<file path="src/rtl/traffic_phase_scheduler.sv">
// Two-road intersection phase scheduler.
// Sequences NS/EW greens, yellows and all-red clearances, inserts a pedestrian
// walk phase on request, and gives emergency preemption (road 1 wins ties).
// Every phase length is cycle-counted from a duration latched on phase entry.
module traffic_phase_scheduler #(
    parameter int TW = 6,
    parameter int CW = 8
) (
    input  logic          clk,
    input  logic          rst,
    input  logic [TW-1:0] Tgreen_min,
    input  logic [TW-1:0] Tgreen_max,
    input  logic [TW-1:0] Tyellow,
    input  logic [TW-1:0] Tallred,
    input  logic [TW-1:0] Twalk,
    input  logic          car_ns,
    input  logic          car_ew,
    input  logic          ped_req,
    input  logic          emerg_ns,
    input  logic          emerg_ew,
    output logic          R1,
    output logic          Y1,
    output logic          G1,
    output logic          R2,
    output logic          Y2,
    output logic          G2,
    output logic          walk,
    output logic          ped_pending,
    output logic [2:0]    phase
);

    typedef enum logic [2:0] {
        NS_G  = 3'd0,
        NS_Y  = 3'd1,
        AR    = 3'd2,
        EW_G  = 3'd3,
        EW_Y  = 3'd4,
        WALK  = 3'd5,
        AR_NS = 3'd6
    } state_t;

    localparam logic          DIR_NS = 1'b0;
    localparam logic          DIR_EW = 1'b1;
    localparam logic [TW-1:0] ONE_T  = {{(TW-1){1'b0}}, 1'b1};
    localparam logic [CW-1:0] ONE_C  = {{(CW-1){1'b0}}, 1'b1};
    // Lamp vector order: {R1, Y1, G1, R2, Y2, G2, walk}
    localparam logic [6:0]    LAMPS_ALL_RED = 7'b100_100_0;

    state_t        state_q, state_d;
    logic [CW-1:0] cnt_q, cnt_d;
    logic [TW-1:0] dur_q, dur_d;
    logic          dur_loaded_q, dur_loaded_d;
    logic          next_dir_q, next_dir_d;
    logic          from_walk_q, from_walk_d;
    logic          ped_q, ped_d;
    logic [6:0]    lamps_q, lamps_d;

    logic [TW-1:0] eff_dur;
    logic [CW-1:0] last_cnt;
    logic          timer_done;
    logic          min_done;
    logic          opp_ns;
    logic          opp_ew;

    // A green rests by simply holding, which the green states already do when
    // nothing opposes them, so the maximum-green value never alters the sequence.
    logic unused_gmax;
    assign unused_gmax = ^Tgreen_max;

    // Zero durations behave as one cycle.
    function automatic logic [TW-1:0] norm_dur(input logic [TW-1:0] t);
        return (t == '0) ? ONE_T : t;
    endfunction

    // Duration to latch when entering state s.
    function automatic logic [TW-1:0] entry_dur(input state_t s,
                                                input logic [TW-1:0] t_gmin,
                                                input logic [TW-1:0] t_y,
                                                input logic [TW-1:0] t_ar,
                                                input logic [TW-1:0] t_walk);
        logic [TW-1:0] t;
        case (s)
            NS_G, EW_G: t = t_gmin;
            NS_Y, EW_Y: t = t_y;
            WALK:       t = t_walk;
            default:    t = t_ar;
        endcase
        return norm_dur(t);
    endfunction

    // The reset state has no latched duration yet; it uses Tallred on its first cycle.
    assign eff_dur    = dur_loaded_q ? dur_q : norm_dur(Tallred);
    assign last_cnt   = {{(CW-TW){1'b0}}, eff_dur} - ONE_C;
    assign timer_done = (cnt_q == last_cnt);
    assign min_done   = (cnt_q >= last_cnt);
    assign opp_ns     = car_ew | emerg_ew | ped_q;
    assign opp_ew     = car_ns | emerg_ns | ped_q;

    // Next-state, counter, duration latch, pedestrian latch and lamp decode.
    always_comb begin
        state_d      = state_q;
        cnt_d        = (cnt_q == '1) ? cnt_q : cnt_q + ONE_C;
        dur_d        = eff_dur;
        dur_loaded_d = 1'b1;
        next_dir_d   = next_dir_q;
        from_walk_d  = from_walk_q;
        ped_d        = ped_q | ped_req;
        lamps_d      = LAMPS_ALL_RED;

        case (state_q)
            AR_NS: begin
                if (timer_done) state_d = NS_G;
            end
            NS_G: begin
                if (emerg_ns)                state_d = NS_G;
                else if (emerg_ew)           state_d = NS_Y;
                else if (min_done && opp_ns) state_d = NS_Y;
            end
            EW_G: begin
                // Road 1 emergency outranks road 2 emergency.
                if (emerg_ns)                state_d = EW_Y;
                else if (emerg_ew)           state_d = EW_G;
                else if (min_done && opp_ew) state_d = EW_Y;
            end
            NS_Y: begin
                if (timer_done) begin
                    state_d     = AR;
                    next_dir_d  = DIR_EW;
                    from_walk_d = 1'b0;
                end
            end
            EW_Y: begin
                if (timer_done) begin
                    state_d     = AR;
                    next_dir_d  = DIR_NS;
                    from_walk_d = 1'b0;
                end
            end
            AR: begin
                if (timer_done) begin
                    if (emerg_ns)                     state_d = NS_G;
                    else if (emerg_ew)                state_d = EW_G;
                    // After a walk the next phase is always a green, so a
                    // request made during the walk waits one green.
                    else if (ped_q && !from_walk_q)   state_d = WALK;
                    else if (next_dir_q == DIR_NS)    state_d = NS_G;
                    else                              state_d = EW_G;
                end
            end
            WALK: begin
                if (timer_done) begin
                    state_d     = AR;
                    from_walk_d = 1'b1;
                end
            end
            default: state_d = AR_NS;
        endcase

        if (state_d != state_q) begin
            cnt_d = '0;
            dur_d = entry_dur(state_d, Tgreen_min, Tyellow, Tallred, Twalk);
            if (state_d == WALK) ped_d = 1'b0;
        end

        case (state_d)
            NS_G:    lamps_d = 7'b001_100_0;
            NS_Y:    lamps_d = 7'b010_100_0;
            EW_G:    lamps_d = 7'b100_001_0;
            EW_Y:    lamps_d = 7'b100_010_0;
            WALK:    lamps_d = 7'b100_100_1;
            default: lamps_d = LAMPS_ALL_RED;
        endcase
    end

    // State and datapath registers with asynchronous return to reset values.
    always_ff @(posedge clk or posedge rst) begin
        if (rst) begin
            state_q      <= AR_NS;
            cnt_q        <= '0;
            dur_q        <= '0;
            dur_loaded_q <= 1'b0;
            next_dir_q   <= DIR_NS;
            from_walk_q  <= 1'b0;
            ped_q        <= 1'b0;
            lamps_q      <= LAMPS_ALL_RED;
        end else begin
            state_q      <= state_d;
            cnt_q        <= cnt_d;
            dur_q        <= dur_d;
            dur_loaded_q <= dur_loaded_d;
            next_dir_q   <= next_dir_d;
            from_walk_q  <= from_walk_d;
            ped_q        <= ped_d;
            lamps_q      <= lamps_d;
        end
    end

    assign {R1, Y1, G1, R2, Y2, G2, walk} = lamps_q;
    assign ped_pending = ped_q;
    assign phase       = state_q;

endmodule

</file>
<file path="config.mk">
export PLATFORM = sky130hd
export DESIGN_NAME = traffic_phase_scheduler
export DESIGN_NICKNAME = d
export VERILOG_FILES = /design/src/rtl/traffic_phase_scheduler.sv
export SDC_FILE = /design/constraint.sdc
export NUM_CORES = 1
export LEC_CHECK = 0
export CELL_PAD_IN_SITES_DETAIL_PLACEMENT = 1
export CELL_PAD_IN_SITES_GLOBAL_PLACEMENT = 1
export CORE_MARGIN = 1
export CORE_UTILIZATION = 39
export CTS_BUF_LIST = sky130_fd_sc_hd__clkbuf_4
export CTS_CLUSTER_SIZE = 28
export DETAILED_ROUTE_END_ITERATION = 8
export PLACE_DENSITY = 0.86
export SLEW_MARGIN = 20
export SYNTH_ARGS = -nofsm -noshare
export SYNTH_HDL_FRONTEND = slang
export SYNTH_SLANG_ARGS = --single-unit
</file>
<file path="constraint.sdc">
create_clock -name clk -period 4.6 [get_ports clk]
set_clock_uncertainty 0.1 [all_clocks]
set_input_delay 1.15 -clock clk [delete_from_list [all_inputs] [get_ports clk]]
set_output_delay 1.15 -clock clk [all_outputs]
set_load 0.02 [all_outputs]
</file>
==> reports/qor.csv, run 1 <==
stage;metric;value;unit
run_status;status;complete, but fails checks;
run_status;failing checks;setup timing;
floorplanning;Rows;26;
route;vias;2253;
cells_and_area;nets@finish;376;
worst_setup_path;critical path's largest stage delay;460;ps
route;vias per inst;5.66;
clock_tree;total CTS buffers;3;
logic_synthesis;sequential area share after synthesis;33.8;%
worst_setup_path;WP data arrival;4870;ps
grt;initial antenna violation count;0;
route;Pre-antenna DRT Iters;4;
logic_synthesis;Post-synth EDFFs;0;
logic_synthesis;dominant cells by area after synthesis;dfrtp_1, ha_1, nor2_1, dfstp_2, nand3_1;
grt;gr usage total;29.2;%
cells_and_area;Area growth syn-to-layout;53.3;%
route;final wirelength;8070;µm
clock_tree;Sink Count;28;
worst_setup_path;crit-path cells;buf_8 > nor3_4 > a21oi_2 > nor2_1 > a21oi_2 > buf_4 > buf_4 > buf_4 > ha_1 > nand2b_4 > a2111o_1 > a21o_4 > a2111o_1 > and2_4 > xnor2_4 > and2_4 > a221o_1 > mux2_4;
worst_setup_path;Crit path max-delay family;compound AO/OA/AOI/OAI gates;
logic_synthesis;Syn Nets;282;
worst_setup_path;Buf/Inv on CP;4;
power;Leak;1.40;nW
clock_tree;worst skew pair latency;360;ps
logic_synthesis;Ys Warns;0;
logic_synthesis;Primary FF master, synth;dfrtp_1;
worst_setup_path;critical path required time;4780;ps
grt;vias in the first global route;2399;
clock_tree;CTS Buffer Depth;2;
place;pre-CTS WS;-958;ps
route;DRC;0;
worst_setup_path;most used cell, CP;buf_4;
route;initial drt markers;132;
logic_synthesis;Commonest cells post-synth;nor2_1, dfrtp_1, nand3_1;
route;post-DR wirelength/cell;20.3;µm
logic_synthesis;average size of a mapped cell;8.90;µm²
cells_and_area;# diodes;0;
clock_tree;clock root buffer;clkbuf_4;
worst_setup_path;crit path launch type;input port;
worst_setup_path;slowest library cell on the worst path;a2111o_1;
floorplanning;Die H;75.2;µm
floorplanning;Die ar.;5660;µm²
power;Overall Power;0.00179;W
grt;largest net degree at the start of global routing;29;
floorplanning;Die X;75.2;µm
logic_synthesis;top cell type's share of synthesized area;28.7;%
clock_tree;CTS clk-pin slew, worst paths;180;ps
place;PortBufs;41;
sta;Final Hold Fails;0;
logic_synthesis;count leader, synth;nor2_1;
logic_synthesis;#FFs+latches synth;28;
worst_setup_path;Worst Path Max Fanout;4;
power;Max rail drop VDD;0.374;mV
sta;Slew HR;57.6;%
sta;Least-Margin Pin Slew;635;ps
cells_and_area;ratio of cells with drive above 1 in the final layout;35.4;%
logic_synthesis;synth unique cells;61;
route;Final ANT Viol Nets;0;
place;DP Wirelength;5370;µm
floorplanning;Initial Utilization;40.7;%
clock_tree;CTS tree;done;
cells_and_area;Util after Layout;62.4;%
power;PD cells;558;nW/µm²
logic_synthesis;synthesized area;2090;µm²
logic_synthesis;post-synthesis cell count;235;
cells_and_area;post-layout instance area;3210;µm²
sta;final setup violating endpoints;2;
sta;Final min period;4690;ps
place;GP Congestion;0.906;
sta;FMAX;213;MHz
sta;Final period util;102;%
logic_synthesis;Post-synth ARST share;100;%
sta;max-slew violation count;0;
sta;unrepaired setup endpoints after global routing;true;
floorplanning;Core Area;5140;µm²
floorplanning;IO Pins;48;
logic_synthesis;biggest area consumer among synthesized cells;dfrtp_1;
sta;Setup WS post-layout;-90.8;ps
clock_tree;H-tree depth;1;
grt;first-pass GRT wire length;12000;µm
worst_setup_path;classification of the worst setup path;input port to register;
flow_run;max_cap viols;0;
grt;total global routing overflow;0;
worst_setup_path;Worst Setup End Kind;register;
sta;Setup Total Neg Slack;-152;ps
hold_path;worst hold path type;register to register;
place;Post-DP Area;2900;µm²
clock_tree;CTS Hold Bufs;0;
-- where the power goes --
| group | total [W] | switching (W) | internal [W] | leakage [nW] |
|---|---|---|---|---|
| sequential | 0.000430 | 0.0000944 | 0.000335 | 0.339 |
| clock | 0.000175 | 0.0000864 | 0.0000883 | 0.0279 |
| combinational | 0.00118 | 0.000582 | 0.000602 | 1.03 |
-- worst paths after layout --
kind | from | endpoint | slack [ps] | cells after the start
worst max register to register | dur_loaded_q | dur_q[3] | 370 | 15
worst min-delay path | from_walk_q | from_walk_q | 470 | 2
max in group asynchronous | rst | dur_q[2] | 2920 | 2
min in group asynchronous | rst | dur_q[5] | 1070 | 2
worst min register to register | from_walk_q | from_walk_q | 470 | 2
worst max-delay path | Tallred[5] | dur_q[3] | -90 | 18
-- state kept, by name, indices dropped and copies added, names as in the netlist --
signal,flops
cnt_q,8
from_walk_q,1
lamps_q,7
dur_loaded_q,1
ped_pending,1
dur_q,6
next_dir_q,1
phase,3
-- cell families after synthesis --
group,after synthesis,share of synthesized area [%]
fa+ha+maj,10,5.98
xor+xnor,9,4.13
compound gates,57,19.9
mux,10,5.15
other cells,1,0.179
buf+inv,19,4.85
flops,28,33.8
simple gates,101,26.1
-- per-layer routing --
metal	track usage (%)	part of all wire [%]	vias up	wire (µm)
li1	-	-	1050	-
met1	34.2	39	1125	3170
met2	53.7	55	55	4410
met3	2.81	2.1	23	173
met4	13.8	3.8	0	304
met5	0	0	-	0
-- layout make-up --
| cell class | count | area, µm² |
|---|---|---|
| Sequential cell | 28 | 706 |
| Clock inverter | 1 | 30.0 |
| Multi-Input combinational cell | 188 | 1470 |
| Fill cell | 594 | 1930 |
| Timing Repair Buffer | 98 | 855 |
| Clock buffer | 3 | 22.5 |
| Inverter | 10 | 38.8 |
| Tap cell | 70 | 87.6 |
-- worst min-delay path, stage by stage (launching register included) --
cell	delay, ps
dfrtp_1	420
inv_1	60
o21ai_0	70
-- cells in the final DEF, fill, tap and decap left out, drive strengths merged, types with 2 or more instances in the layout --
master and instances:
xor2 6, and4 2, and2 4, a221o 3, a211o 2, nand4 5, and3 3, buf 63
and4b 2, ha 10, dfrtp 24, a21o 2, o31ai 2, inv 9, nor3 8, o21bai 2
a211oi 3, or2 3, nand3 15, clkdlybuf4s50 35, a21oi 13, a2111o 2, a31oi 6, xnor2 3
clkbuf 3, nand2 13, nand2b 4, o21a 3, nor4 3, mux2 3, dfstp 4, o21ai 10
mux2i 7, nor2 33
-- stage by stage --
step / std cells / hold slack [ps]
global route: 398 / 553
CTS: 394 / 464
detailed placement: 383 / 438
finish: 398 / 472
global placement: 383 / 434
floorplan: 235 / 414
-- what timing repair did --
action	CTS	global route
setup endpoints to repair	16	7
resized for setup	57	11
buffers inserted	7	4
pin swaps	19	13
Power figures use the tool's default switching activity.
==> run 2, diff against run 1 <==
CAP_MARGIN = 20   (was default)
==> reports/qor.csv, run 2 (synthesis results as in run 1) <==
stage;metric;value;unit;change
grt;largest net degree at the start of global routing;17;;-41%
worst_setup_path;slowest library cell on the worst path;a221o_1;;
clock_tree;clock root buffer;clkbuf_4;;
worst_setup_path;critical path required time;4760;ps;-20 ps
route;initial drt markers;146;;+11%
clock_tree;worst skew pair latency;360;ps;about the same
place;Post-DP Area;2930;µm²;+0.95%
floorplanning;Die X;75.2;µm;unchanged
sta;Final Hold Fails;0;;unchanged
clock_tree;CTS Buffer Depth;2;;unchanged
route;Final ANT Viol Nets;0;;unchanged
route;vias;2330;;+3.4%
worst_setup_path;critical path's largest stage delay;380;ps;-80 ps
cells_and_area;final instance count without filler cells;397;;-0.25%
cells_and_area;Fill cells;607;;+2.2%
worst_setup_path;Worst Path Max Fanout;4;;unchanged
worst_setup_path;classification of the worst setup path;input port to register;;
floorplanning;Die H;75.2;µm;unchanged
place;pre-CTS WS;-978;ps;-19.5 ps
sta;FMAX;210;MHz;-1.4%
worst_setup_path;Worst Setup End Kind;register;;
floorplanning;Die ar.;5660;µm²;unchanged
clock_tree;Sink Count;28;;unchanged
power;PD cells;557;nW/µm²;-0.12%
cells_and_area;Reg with most FFs;cnt_q;;
grt;gr usage total;29.3;%;about the same
flow_run;max_cap viols;0;;unchanged
sta;Final period util;103;%;+1.4 points
sta;final setup violating endpoints;5;;+3
place;placed cells;384;;+0.26%
worst_setup_path;Crit path max-delay family;compound AO/OA/AOI/OAI gates;;
clock_tree;CTS Hold Bufs;0;;unchanged
worst_setup_path;crit path launch type;input port;;
cells_and_area;# diodes;0;;unchanged
sta;Setup Total Neg Slack;-338;ps;-187 ps
sta;max-slew violation count;0;;unchanged
sta;Setup WS post-layout;-156;ps;-65.4 ps
hold_path;worst hold path type;register to register;;
floorplanning;Initial Utilization;40.7;%;unchanged
place;DP Wirelength;5650;µm;+5.2%
cells_and_area;nets@finish;375;;-0.27%
route;DRC;0;;unchanged
floorplanning;Core Area;5140;µm²;unchanged
route;post-DR wirelength/cell;21.6;µm;+6.4%
power;Leak;1.40;nW;-0.27%
sta;Least-Margin Pin Slew;815;ps;+180 ps
worst_setup_path;Buf/Inv on CP;3;;-1
clock_tree;CTS tree;done;;
route;final wirelength;8560;µm;+6.1%
cells_and_area;Util after Layout;62.4;%;+0.073 points
sta;unrepaired setup endpoints after global routing;true;;
clock_tree;total CTS buffers;3;;unchanged
run_status;failing checks;setup timing;;
place;PortBufs;41;;unchanged
sta;Final min period;4760;ps;+65.4 ps
cells_and_area;Area growth syn-to-layout;53.5;%;
grt;first-pass GRT wire length;12100;µm;+1.3%
route;vias per inst;5.87;;+3.7%
worst_setup_path;crit-path cells;buf_8 > nor2_4 > a21oi_2 > nor2_1 > a21oi_2 > nand2_1 > or3_1 > nand3_1 > o21ai_1 > ha_2 > nand4_1 > buf_4 > o21a_1 > a221o_1 > a31oi_4 > buf_6 > a211oi_1 > a31oi_1 > nand4_1 > nand4b_1 > o41ai_2;;
clock_tree;H-tree depth;1;;unchanged
cells_and_area;most frequent cells in the layout;buf_4, clkdlybuf4s50_1, nor2_1, dfrtp_1, nand3_1;;
floorplanning;IO Pins;48;;unchanged
clock_tree;CTS clk-pin slew, worst paths;170;ps;about the same
cells_and_area;post-layout instance area;3210;µm²;+0.12%
sta;Slew HR;45.2;%;-12 points
grt;total global routing overflow;0;;unchanged
cells_and_area;Top Registers;cnt_q: 8 flops, lamps_q: 7 flops, dur_q: 6 flops;;
cells_and_area;max reg flops;8;;unchanged
cells_and_area;ratio of cells with drive above 1 in the final layout;34.3;%;-1.1 points
grt;vias in the first global route;2433;;+1.4%
floorplanning;Rows;26;;unchanged
worst_setup_path;WP data arrival;4920;ps;+50 ps
grt;initial antenna violation count;0;;unchanged
cells_and_area;commonest non-fill, non-tap cell in the layout;buf_4;;
place;GP Congestion;0.906;;unchanged
run_status;status;complete, but fails checks;;
route;Pre-antenna DRT Iters;4;;unchanged
power;Max rail drop VDD;0.363;mV;-3.0%
-- run 2: metal layers --
layer | up-vias | global-route usage (%) | part of all wire [%]
met5 | - | 0 | 0
met4 | 0 | 12.3 | 5.0
met3 | 38 | 3.35 | 3.6
met2 | 85 | 54.0 | 53
met1 | 1161 | 34.3 | 38
li1 | 1046 | - | -
-- run 2: final timing paths --
| kind | depth (start not counted) | end | start | slack, ps |
|---|---|---|---|---|
| worst max register to register | 18 | dur_q[0] | dur_loaded_q | 280 |
| worst max-delay path | 21 | dur_q[0] | Tallred[2] | -160 |
| worst min-delay path | 2 | from_walk_q | from_walk_q | 470 |
| min in group asynchronous | 2 | from_walk_q | rst | 1060 |
| max in group asynchronous | 3 | cnt_q[7] | rst | 2840 |
| worst min register to register | 2 | from_walk_q | from_walk_q | 470 |
-- run 2: timing repair --
item | CTS | global route
setup buffers | 6 | 3
pin swaps | 17 | 19
resized for setup | 46 | 19
setup endpoints to repair | 17 | 7
-- run 2: worst reg2reg max path, cell delays in order, from the launching register on --
cell,delay [ps]
dfrtp_1,540
nor2_1,110
a21oi_2,240
nand2_1,160
or3_1,340
nand3_1,80
o21ai_1,80
ha_2,320
nand4_1,160
buf_4,210
o21a_1,220
a221o_1,380
a31oi_4,200
buf_6,150
a211oi_1,50
a31oi_1,190
nand4_1,140
nand4b_1,210
o41ai_2,360
-- run 2: power by group --
| group | switching (W) | internal, W | leakage [nW] |
|---|---|---|---|
| registers | 0.0000947 | 0.000335 | 0.339 |
| clock network | 0.0000852 | 0.0000883 | 0.0279 |
| logic | 0.000602 | 0.000583 | 1.03 |
-- run 2: layout make-up --
class / instances / area [µm²] / share of cell area [%]
Multi-Input combinational cell: 188 / 1460 / 45.4
Inverter: 10 / 38.8 / 1.21
Clock buffer: 3 / 22.5 / 0.702
Clock inverter: 1 / 30.0 / 0.936
Timing Repair Buffer: 97 / 867 / 27.0
Sequential cell: 28 / 706 / 22.0
Tap cell: 70 / 87.6 / 2.73
-- run 2: stage by stage --
step | total power, W | hold slack, ps
global placement | 0.00136 | 434
global route | 0.00188 | 537
CTS | 0.00167 | 466
finish | 0.00179 | 468
floorplan | 0.000977 | 414
detailed placement | 0.00143 | 441
==> run 3, diff against run 2 <==
ABC_AREA = 1   (was default)
CORE_UTILIZATION = 25   (was 39)
PLACE_DENSITY = 0.63   (was 0.86)
==> reports/qor.csv, run 3 <==
stage;metric;value;unit;change
run_status;status;complete, but fails checks;;
run_status;failing checks;DRC;;
route;final wirelength;5290;µm;-38%
power;Sw Share;48.5;%;+4.8 points
clock_tree;CTS tree;done;;
route;vias per inst;4.39;;-25%
route;post-DR wirelength/cell;12.4;µm;-43%
power;Max rail drop VDD;0.179;mV;-51%
clock_tree;postcts setup bufs;0;;-6
grt;largest net degree at the start of global routing;29;;+12
worst_setup_path;Worst Path Max Fanout;8;;+4
power;Leak;1.28;nW;-8.2%
worst_setup_path;critical path's largest stage delay;450;ps;+70 ps
grt;vias in the first global route;1959;;-19%
worst_setup_path;slowest library cell on the worst path;clkdlybuf4s50_1;;
logic_synthesis;post-synthesis cell count;259;;+10%
logic_synthesis;Commonest cells post-synth;nand2_1, inv_1, dfrtp_1, nor2_1, nand3_1;;
cells_and_area;# diodes;0;;unchanged
worst_setup_path;WP data arrival;4510;ps;-410 ps
logic_synthesis;synthesized area;1970;µm²;-5.6%
cells_and_area;Reg with most FFs;cnt_q;;
worst_setup_path;Worst Setup End Kind;register;;
grt;first-pass GRT wire length;9150;µm;-24%
sta;Final Hold Fails;0;;unchanged
floorplanning;Die X;90.8;µm;+21%
hold_path;hold_sp;from_walk_q;;
logic_synthesis;synth unique cells;37;;-39%
logic_synthesis;dominant cells by area after synthesis;dfrtp_1, nand2_1, ha_1, inv_1, dfstp_2;;
cells_and_area;Area growth syn-to-layout;37.3;%;
logic_synthesis;top cell type's share of synthesized area;30.4;%;+1.7 points
clock_tree;CTS Buffer Depth;2;;unchanged
clock_tree;CTS Hold Bufs;0;;unchanged
sta;Final period util;93.7;%;-9.7 points
power;Overall Power;0.00157;W;-12%
hold_path;worst hold path type;register to register;;
route;vias;1875;;-20%
logic_synthesis;biggest area consumer among synthesized cells;dfrtp_1;;
cells_and_area;ratio of cells with drive above 1 in the final layout;21.2;%;-13 points
sta;max-slew violation count;0;;unchanged
clock_tree;post_cts resized;0;;-100%
place;PortBufs;41;;unchanged
route;initial drt markers;45;;-69%
sta;FMAX;232;MHz;+10%
sta;unrepaired setup endpoints after global routing;false;;
sta;hold_ws;464;ps;-3.46 ps
clock_tree;total CTS buffers;3;;unchanged
sta;Final min period;4310;ps;-447 ps
floorplanning;Rows;32;;+23%
worst_setup_path;R2R Setup Slk;880;ps;+600 ps
sta;Setup Total Neg Slack;0;ps;+338 ps
worst_setup_path;r2r worst-path depth;23;;+5
place;GP Congestion;0.785;;-13%
clock_tree;CTS clk-pin slew, worst paths;180;ps;about the same
worst_setup_path;worst r2r src;dur_loaded_q;;
power;PD cells;581;nW/µm²;+4.2%
power;clock share of power;7.5;%;-2.2 points
floorplanning;Die H;90.8;µm;+21%
clock_tree;clock root buffer;clkbuf_4;;
route;Final ANT Viol Nets;0;;unchanged
power;combinational share of power;67.5;%;+1.2 points
route;DRC;1;;+1
logic_synthesis;Syn Nets;306;;+8.5%
floorplanning;IO Pins;48;;unchanged
clock_tree;H-tree depth;1;;unchanged
grt;initial antenna violation count;0;;unchanged
cells_and_area;Top Registers;cnt_q: 8 flops, lamps_q: 7 flops, dur_q: 6 flops;;
route;Pre-antenna DRT Iters;6;;+2
worst_setup_path;classification of the worst setup path;input port to register;;
logic_synthesis;Post-synth EDFFs;0;;unchanged
floorplanning;Core Area;7690;µm²;+50%
logic_synthesis;sequential area share after synthesis;35.8;%;+2.0 points
cells_and_area;commonest non-fill, non-tap cell in the layout;nand2_1;;
logic_synthesis;Ys Warns;0;;unchanged
cells_and_area;most frequent cells in the layout;nand2_1, clkdlybuf4s50_1, inv_1, nor2_1, dfrtp_1;;
clock_tree;worst skew pair latency;350;ps;about the same
flow_run;max_cap viols;0;;unchanged
hold_path;hold endpoint;from_walk_q;;
clock_tree;Sink Count;28;;unchanged
cells_and_area;nets@finish;373;;-0.53%
sta;final setup violating endpoints;0;;-5
worst_setup_path;critical path required time;4810;ps;+50 ps
logic_synthesis;count leader, synth;nand2_1;;
worst_setup_path;crit path launch type;input port;;
floorplanning;Initial Utilization;25.7;%;-15 points
floorplanning;Die ar.;8250;µm²;+46%
grt;gr usage total;13.7;%;-16 points
power;sequential share of power;25.0;%;+1.0 points
place;DP Wirelength;4270;µm;-24%
logic_synthesis;average size of a mapped cell;7.62;µm²;-14%
power;Net Sw Power;0.000763;W;-2.3%
hold_path;Min-Delay Path Depth;2;;unchanged
logic_synthesis;Primary FF master, synth;dfrtp_1;;
logic_synthesis;Post-synth ARST share;100;%;unchanged
worst_setup_path;most used cell, CP;nand2_1;;
cells_and_area;max reg flops;8;;unchanged
power;Cell Int Power;0.000810;W;-20%
logic_synthesis;#FFs+latches synth;28;;unchanged
grt;total global routing overflow;0;;unchanged
worst_setup_path;reg2reg end;dur_q[0];;
==> run 3: cell types whose count changed after synthesis, moves of 4 or more <==
cell | before | now
buf_2 | 4 | 0
inv_1 | 9 | 30
inv_2 | 0 | 7
mux2i_1 | 7 | 3
nand2_1 | 13 | 61
nand2_2 | 0 | 7
nand2_4 | 0 | 4
nand2b_1 | 4 | 0
nand3_1 | 15 | 20
nor2_1 | 32 | 24
nor2_2 | 0 | 4
nor3_1 | 8 | 2
o21ai_1 | 0 | 5
==> run 3: worst max-delay path by stage <==
| stage | startpoint | endpoint | slack [ps] | cells after the start |
|---|---|---|---|---|
| finish | Tallred[1] | dur_q[0] | 290 | 26 |
| global route | Tallred[1] | dur_q[0] | 0.3 | 28 |
| CTS | Tallred[1] | dur_q[0] | 160 | 26 |
| detailed placement | Tallred[1] | dur_q[0] | -210 | 26 |
| global placement | Tallred[1] | dur_q[0] | -150 | 26 |
| floorplan | Tallred[1] | dur_q[4] | 700 | 20 |
==> run 3: stage by stage <==
stage               setup WS (ps)  std cells  cell area [µm²]  utilization, %
floorplan                     703        259             1970               -
global placement             -155        423             2670            34.7
detailed placement           -214        423             2670            34.7
CTS                           162        427             2700            35.1
global route                0.294        427             2710            35.2
finish                        291        427             2710            35.2
==> run 3: final cells by class <==
type                    count  area [µm²]
fillers                   972        4980
multi-input cells         191        1120
flip-flops and latches     28         706
repair buffers             64         583
inverters                  38         145
well taps                 102         128
clock buffers               3        22.5
clock inverters             1        3.75
==> run 3: layer usage <==
metal  global-route usage (%)  vias up  part of all wire, %
met5                        0        -                    0
met2                     23.0       34                   46
met4                     3.57        0                 0.72
met3                     1.68        2                  2.7
met1                     18.4      879                   51
li1                         -      960                    -
==> run 3: power groups by stage <==
| stage | Sequential (W) | Clock [W] | Combinational [W] |
|---|---|---|---|
| finish | 0.000394 | 0.000117 | 0.00106 |
| global route | 0.000404 | 0.000130 | 0.00120 |
| CTS | 0.000395 | 0.000123 | 0.00108 |
| detailed placement | 0.000401 | 0 | 0.00107 |
| global placement | 0.000398 | 0 | 0.00105 |
| floorplan | 0.000429 | 0 | 0.000665 |
==> run 3: kinds of logic after synthesis <==
logic type      after synthesis  share of synthesized area [%]
flops                        28                           35.8
mux                           3                           1.52
other cells                   1                          0.190
simple gates                136                           34.1
buf+inv                      40                           8.12
fa+ha+maj                    10                           6.34
compound gates               33                           10.1
xor+xnor                      8                           3.93
==> run 3: worst max-delay path: cells and delay by family <==
family                     cells  cell delay, ps
AOI/OAI and AO/OA              2             200
adders and majority gates      2             490
buffers and inverters          3             590
and+or+nand+nor               19            2090
